===== src/rtl/branch_resolve_pkg.sv =====
// rtl/branch_resolve_pkg.sv - shared opcodes, branch types, condition codes and flag indices
package branch_resolve_pkg;

    localparam logic [3:0] OP_BCOND = 4'hC;
    localparam logic [3:0] OP_B     = 4'hD;
    localparam logic [3:0] OP_BL    = 4'hE;
    localparam logic [3:0] OP_BR    = 4'hF;

    localparam logic [1:0] BT_COND   = 2'd0;
    localparam logic [1:0] BT_UNCOND = 2'd1;
    localparam logic [1:0] BT_LINK   = 2'd2;
    localparam logic [1:0] BT_REG    = 2'd3;

    localparam logic [3:0] CC_EQ = 4'd0;
    localparam logic [3:0] CC_NE = 4'd1;
    localparam logic [3:0] CC_LT = 4'd2;
    localparam logic [3:0] CC_GE = 4'd3;
    localparam logic [3:0] CC_CS = 4'd4;
    localparam logic [3:0] CC_CC = 4'd5;
    localparam logic [3:0] CC_MI = 4'd6;
    localparam logic [3:0] CC_AL = 4'd7;

    // Flags are packed {N,Z,C,V}
    localparam int FLAG_N = 3;
    localparam int FLAG_Z = 2;
    localparam int FLAG_C = 1;
    localparam int FLAG_V = 0;

    typedef enum logic [1:0] {
        ST_IDLE  = 2'd0,
        ST_HOLD  = 2'd1,
        ST_FLUSH = 2'd2
    } state_e;

endpackage


===== src/rtl/cond_eval.sv =====
// rtl/cond_eval.sv - condition code evaluation against {N,Z,C,V}
module cond_eval
    import branch_resolve_pkg::*;
(
    input  logic [3:0] cond_code,
    input  logic [3:0] flags,
    output logic       cond_true
);

    // Codes 8-15 are reserved and never satisfied
    always_comb begin
        cond_true = 1'b0;
        case (cond_code)
            CC_EQ:   cond_true = flags[FLAG_Z];
            CC_NE:   cond_true = ~flags[FLAG_Z];
            CC_LT:   cond_true = flags[FLAG_N] ^ flags[FLAG_V];
            CC_GE:   cond_true = ~(flags[FLAG_N] ^ flags[FLAG_V]);
            CC_CS:   cond_true = flags[FLAG_C];
            CC_CC:   cond_true = ~flags[FLAG_C];
            CC_MI:   cond_true = flags[FLAG_N];
            CC_AL:   cond_true = 1'b1;
            default: cond_true = 1'b0;
        endcase
    end

endmodule


===== src/rtl/d_flip_flop.sv =====
// rtl/d_flip_flop.sv - generic register with synchronous active-high clear
module d_flip_flop #(
    parameter int WIDTH = 1
) (
    input  logic             clk,
    input  logic             reset,
    input  logic [WIDTH-1:0] d,
    output logic [WIDTH-1:0] q
);

    // Plain D register, cleared to zero by reset
    always_ff @(posedge clk) begin
        if (reset) begin
            q <= '0;
        end else begin
            q <= d;
        end
    end

endmodule


===== src/rtl/branch_resolve.sv =====
// rtl/branch_resolve.sv - ID-stage branch decode, hazard stall, flush and link write
module branch_resolve
    import branch_resolve_pkg::*;
#(
    parameter int         FLUSH_CYCLES = 1,
    parameter logic [3:0] LINK_REG     = 4'd15
) (
    input  logic        clk,
    input  logic        reset,
    input  logic [15:0] instr,
    input  logic        instr_valid,
    input  logic [3:0]  alu_flags,
    input  logic        flags_we,
    input  logic        reg_busy,
    input  logic [15:0] link_pc,
    output logic [1:0]  branch_type,
    output logic        BrTaken,
    output logic        reg_branch,
    output logic [7:0]  cond_address,
    output logic [10:0] uncond_address,
    output logic [5:0]  link_address,
    output logic        stall,
    output logic        flush,
    output logic        link_we,
    output logic [3:0]  link_waddr,
    output logic [15:0] link_wdata,
    output logic [15:0] taken_count
);

    localparam logic [1:0] FLUSH_LOAD = 2'(FLUSH_CYCLES);

    state_e      state_q, state_d;
    logic [1:0]  cnt_q, cnt_d;
    logic        link_we_q, link_we_d;
    logic [15:0] taken_count_q, taken_count_d;
    logic [3:0]  flags_q, flags_d;
    logic [15:0] link_wdata_q, link_wdata_d;
    logic        cond_true, branch_rule, taken;

    logic [3:0] opcode;
    logic       is_bcond, is_b, is_bl, is_br;

    assign opcode   = instr[15:12];
    assign is_bcond = (opcode == OP_BCOND);
    assign is_b     = (opcode == OP_B);
    assign is_bl    = (opcode == OP_BL);
    assign is_br    = (opcode == OP_BR);

    // Flags follow EX writes in every state, including HOLD and FLUSH
    assign flags_d = flags_we ? alu_flags : flags_q;
    d_flip_flop #(.WIDTH(4)) u_flags_ff (
        .clk   (clk),
        .reset (reset),
        .d     (flags_d),
        .q     (flags_q)
    );

    cond_eval u_cond_eval (
        .cond_code (instr[11:8]),
        .flags     (flags_q),
        .cond_true (cond_true)
    );

    assign branch_rule = instr_valid & (is_b | is_bl | is_br | (is_bcond & cond_true));

    // Next-state and take/stall decision; flags hazard parks in HOLD, register hazard stalls in IDLE
    always_comb begin
        state_d = state_q;
        cnt_d   = cnt_q;
        taken   = 1'b0;
        stall   = 1'b0;
        case (state_q)
            ST_IDLE: begin
                if (instr_valid && is_bcond && flags_we) begin
                    stall   = 1'b1;
                    state_d = ST_HOLD;
                end else if (instr_valid && is_br && reg_busy) begin
                    stall = 1'b1;
                end else begin
                    taken = branch_rule;
                end
            end
            ST_HOLD: begin
                taken   = branch_rule;
                state_d = ST_IDLE;
            end
            ST_FLUSH: begin
                cnt_d = cnt_q - 2'd1;
                if (cnt_q <= 2'd1) begin
                    state_d = ST_IDLE;
                end
            end
            default: state_d = ST_IDLE;
        endcase
        if (taken) begin
            state_d = ST_FLUSH;
            cnt_d   = FLUSH_LOAD;
        end
        if (reset) begin
            taken = 1'b0;
            stall = 1'b0;
        end
    end

    // Link strobe, captured return address and saturating taken counter
    always_comb begin
        link_we_d     = taken & is_bl;
        link_wdata_d  = (taken && is_bl) ? link_pc : link_wdata_q;
        taken_count_d = taken_count_q;
        if (taken && (taken_count_q != 16'hFFFF)) begin
            taken_count_d = taken_count_q + 16'd1;
        end
    end

    d_flip_flop #(.WIDTH(16)) u_link_wdata_ff (
        .clk   (clk),
        .reset (reset),
        .d     (link_wdata_d),
        .q     (link_wdata_q)
    );

    // State, flush counter, link strobe and taken counter registers
    always_ff @(posedge clk) begin
        if (reset) begin
            state_q       <= ST_IDLE;
            cnt_q         <= 2'd0;
            link_we_q     <= 1'b0;
            taken_count_q <= 16'd0;
        end else begin
            state_q       <= state_d;
            cnt_q         <= cnt_d;
            link_we_q     <= link_we_d;
            taken_count_q <= taken_count_d;
        end
    end

    // Branch class seen by fetch; non-branches report the conditional encoding
    always_comb begin
        branch_type = BT_COND;
        if (is_b)  branch_type = BT_UNCOND;
        if (is_bl) branch_type = BT_LINK;
        if (is_br) branch_type = BT_REG;
    end

    assign BrTaken        = taken;
    assign reg_branch     = is_br;
    assign cond_address   = instr[7:0];
    assign uncond_address = instr[10:0];
    assign link_address   = instr[5:0];
    assign flush          = (state_q == ST_FLUSH);
    assign link_we        = link_we_q;
    assign link_waddr     = LINK_REG;
    assign link_wdata     = link_wdata_q;
    assign taken_count    = taken_count_q;

endmodule


===== config.mk =====
export PLATFORM = sky130hd
export DESIGN_NAME = branch_resolve
export DESIGN_NICKNAME = d
export VERILOG_FILES = /design/src/rtl/branch_resolve_pkg.sv /design/src/rtl/cond_eval.sv /design/src/rtl/d_flip_flop.sv /design/src/rtl/branch_resolve.sv
export SDC_FILE = /design/constraint.sdc
export NUM_CORES = 1
export LEC_CHECK = 0
export ABC_AREA = 1
export BUFFER_PORTS_ARGS = -buffer_cell sky130_fd_sc_hd__buf_2
export CAP_MARGIN = 20
export CORE_MARGIN = 2
export CORE_UTILIZATION = 42
export DETAILED_ROUTE_END_ITERATION = 8
export PLACE_DENSITY = 0.72
export SYNTH_ARGS = -nofsm -noshare
export SYNTH_HDL_FRONTEND = slang
export SYNTH_SLANG_ARGS = --single-unit

===== constraint.sdc =====
create_clock -name clk -period 2.45 [get_ports clk]
set_input_delay 0.1225 -clock clk [delete_from_list [all_inputs] [get_ports clk]]
set_output_delay 0.1225 -clock clk [all_outputs]
set_load 0.05 [all_outputs]

==> metrics <==
Placed Cells ~470; worst-path cell with the longest stage delay nand4_2; DR WL/cell 10.0 microns; Post-CTS Setup Bufs 0; critical path type flop to flop; maxcap violations 0; Post-Place Worst Slack roughly 0.5 ns; 1st-iter DRT viols 49; vias in the first global route 1826; skew final 0.00680 ns; Synth top area share 0.339; Fillers about 560; die area 6380 sq um; Critical path origin u_flags_ff.q[2]; initial antenna violation count 0; synth unique cells 33; Yosys top cell by area dfxtp_1; Worst VDD drop between 200 and 300 uV; clock latency on the worst-skew pair 0.28 ns; Worst R2R End u_link_wdata_ff.q[14]; RR Startpoint u_flags_ff.q[2]; number of synthesized register bits roughly 40; status finished clean; post-synthesis sequential area ratio 0.339; FF-to-FF path depth 10; fmax roughly 530 MHz; CTS tree yes; area of the multi-input gates about 1200 sq um; Final nets approximately 440; number of synthesis warnings 0; largest net degree at the start of global routing 34; CP top delay family simple AND/OR/NAND/NOR gates; Pleak between 1 and 1.5 nW; IO buf count 74; endpoints failing hold 0; crit end category flop; final setup slack of the worst path between 0.5 and 0.6 ns; Setup crit end u_link_wdata_ff.q[14]; top cells by area, synth dfxtp_1 34%, nand2_1 12%, buf_4 9.6%; # H-tree levels 2; Clock transition at path regs around 0.080 ns; area of the mapped netlist between 2000 and 2500 sq um; FFs w/ async S/R, synth 0; Reg area 821 sq um; GR Overflow Total 0; setup TNS 0 ns; Longest Clk Path Bufs 2; HP Class input pin to flop; Crit path required time approximately 2.6 ns; Hold Buf Count CTS 0; IO Count between 100 and 150; crit-path max cell delay 0.58 ns; period utilization 0.770; R2R setup slack between 0.5 and 0.6 ns; # setup viols final 0; Initial Util 0.437; Clk Tree Root Cell clkbuf_8; Vert. Die Dim approximately 80 microns; DRT Wirelength around 4700 microns; core area 5540 sq um; count leader, synth nand2_1; RSZ-0062 raised after global routing no; Worst Path Arrival about 2.1 ns; GRT Total Usage 0.148; Site Rows 27; critical path peak fanout 33; Placer Congestion 0.893; number of flops mapped to enable cells by yosys 0; HPWL after detailed placement roughly 3500 microns; Via density 4.51; Area growth, synth to finish 12.3%; final core occ 0.490; ANT nets after route 0; CP bufs+invs 1; crit path time final roughly 1.9 ns; Min Hold Slack ~0.059 ns; PwrDens 467 nW/um^2; Slew Limit Fails 0; first-pass GRT wire length 7790 microns; Die Wd about 80 microns; Syn Area/Cell slightly below 7 sq um; Setup crit start kind flop; final std cells w/o fill between 400 and 500; vias 2131; Worst-Margin Slew ~0.75 ns; # DRC 0; cells after synthesis about 350; share of post-route cells with drive strength above 1 0.277; Crit path depth 10; Top FF cell, synth dfxtp_1; Worst slew margin 0.500; Post-CTS Resized 0; Commonest cells post-synth 80 x nand2_1, 59 x nor2_1, 45 x inv_1; diode count 0; Pre-antenna DRT Iters 4; clk sinks 41; most used cell, CP nor2_1; CP Cell Sequence nand2_1, clkinv_1, nor2_1, nand2_1, nand2_1, nor2_1, nand3_2, nand4_2, nor2_1, nor2_1; CTS Buf Count 5
-- how the worst min path moves through the flow --
stage	endpoint	startpoint	slack, ns	depth (start not counted)
CTS	u_link_wdata_ff.q[6]	link_pc[6]	0.05	3
finish	u_link_wdata_ff.q[6]	link_pc[6]	0.06	3
detailed placement	cond_address[6]	instr[6]	0.25	0
floorplan	u_flags_ff.q[2]	alu_flags[2]	0.26	2
global route	u_link_wdata_ff.q[9]	link_pc[9]	0.05	3
global placement	cond_address[6]	instr[6]	0.25	0
-- registers in the layout (all words and copies together), names as in the netlist --
signal	flops
state_q	2
u_link_wdata_ff.q	16
u_flags_ff.q	4
cnt_q	2
taken_count	16
link_we	1
-- cell families (layout without fill, tap and decap cells) --
kind of cell               Yosys count  after routing  synth area share
DFF                                 41             41             0.339
adders and majority gates            2              2            0.0103
and+or+nand+nor                    184            184             0.336
xor gates and xnor gates            14             14            0.0507
buffers and inverters               85            129             0.186
other                                1              4           0.00155
AOI/OAI and AO/OA                   27             27            0.0770
-- worst register-to-register path: stages, from the launching register on --
cell and delay (ns):
dfxtp_1 0.33, nand2_1 0.07, clkinv_1 0.05, nor2_1 0.10, nand2_1 0.06, nand2_1 0.05, nor2_1 0.05, nand3_2 0.12
nand4_2 0.58, nor2_1 0.30, nor2_1 0.07
-- power breakdown --
| part | internal, mW | switching [mW] |
|---|---|---|
| sequential | 0.674 | 0.00536 |
| combinational | 0.0419 | 0.0995 |
| clock | 0.223 | 0.224 |
-- per-stage QoR --
step | area (sq um) | total power [mW]
after CTS | 2720 | 1.29
after global routing | 2720 | 1.33
after detailed placement | 2630 | 0.838
final | 2720 | 1.27
after floorplan | 2430 | 0.896
after global placement | 2630 | 0.837
-- final cells by class --
type                            count  area share
Tap cell                           72      0.0332
Clock inverter                      1     0.00276
Clock buffer                        6      0.0304
Inverter                           47      0.0649
Sequential cell                    41       0.302
Multi-Input combinational cell    231       0.427
Timing Repair Buffer               75       0.139
-- per-layer routing --
layer / vias up / global-route usage / routed length, microns
met5: - / 0 / 0
met4: 0 / 0.0322 / 39
met3: 6 / 0.0351 / 312
met2: 59 / 0.254 / 2170
met1: 923 / 0.188 / 2220
li1: 1143 / - / -
-- placed cells by master (no fill, tap or decap), types with 3 or more instances in the layout --
cell type,count
nor2_2,3
xor2_1,11
nand2_2,10
clkbuf_8,6
nor2_1,59
nor3_1,7
dfxtp_1,41
o21ai_0,5
a21oi_2,9
nand3_1,14
inv_1,45
xnor2_1,3
conb_1,4
a21oi_1,10
nand2_1,80
buf_2,74
No activity file was read; power rests on OpenSTA's default activity.
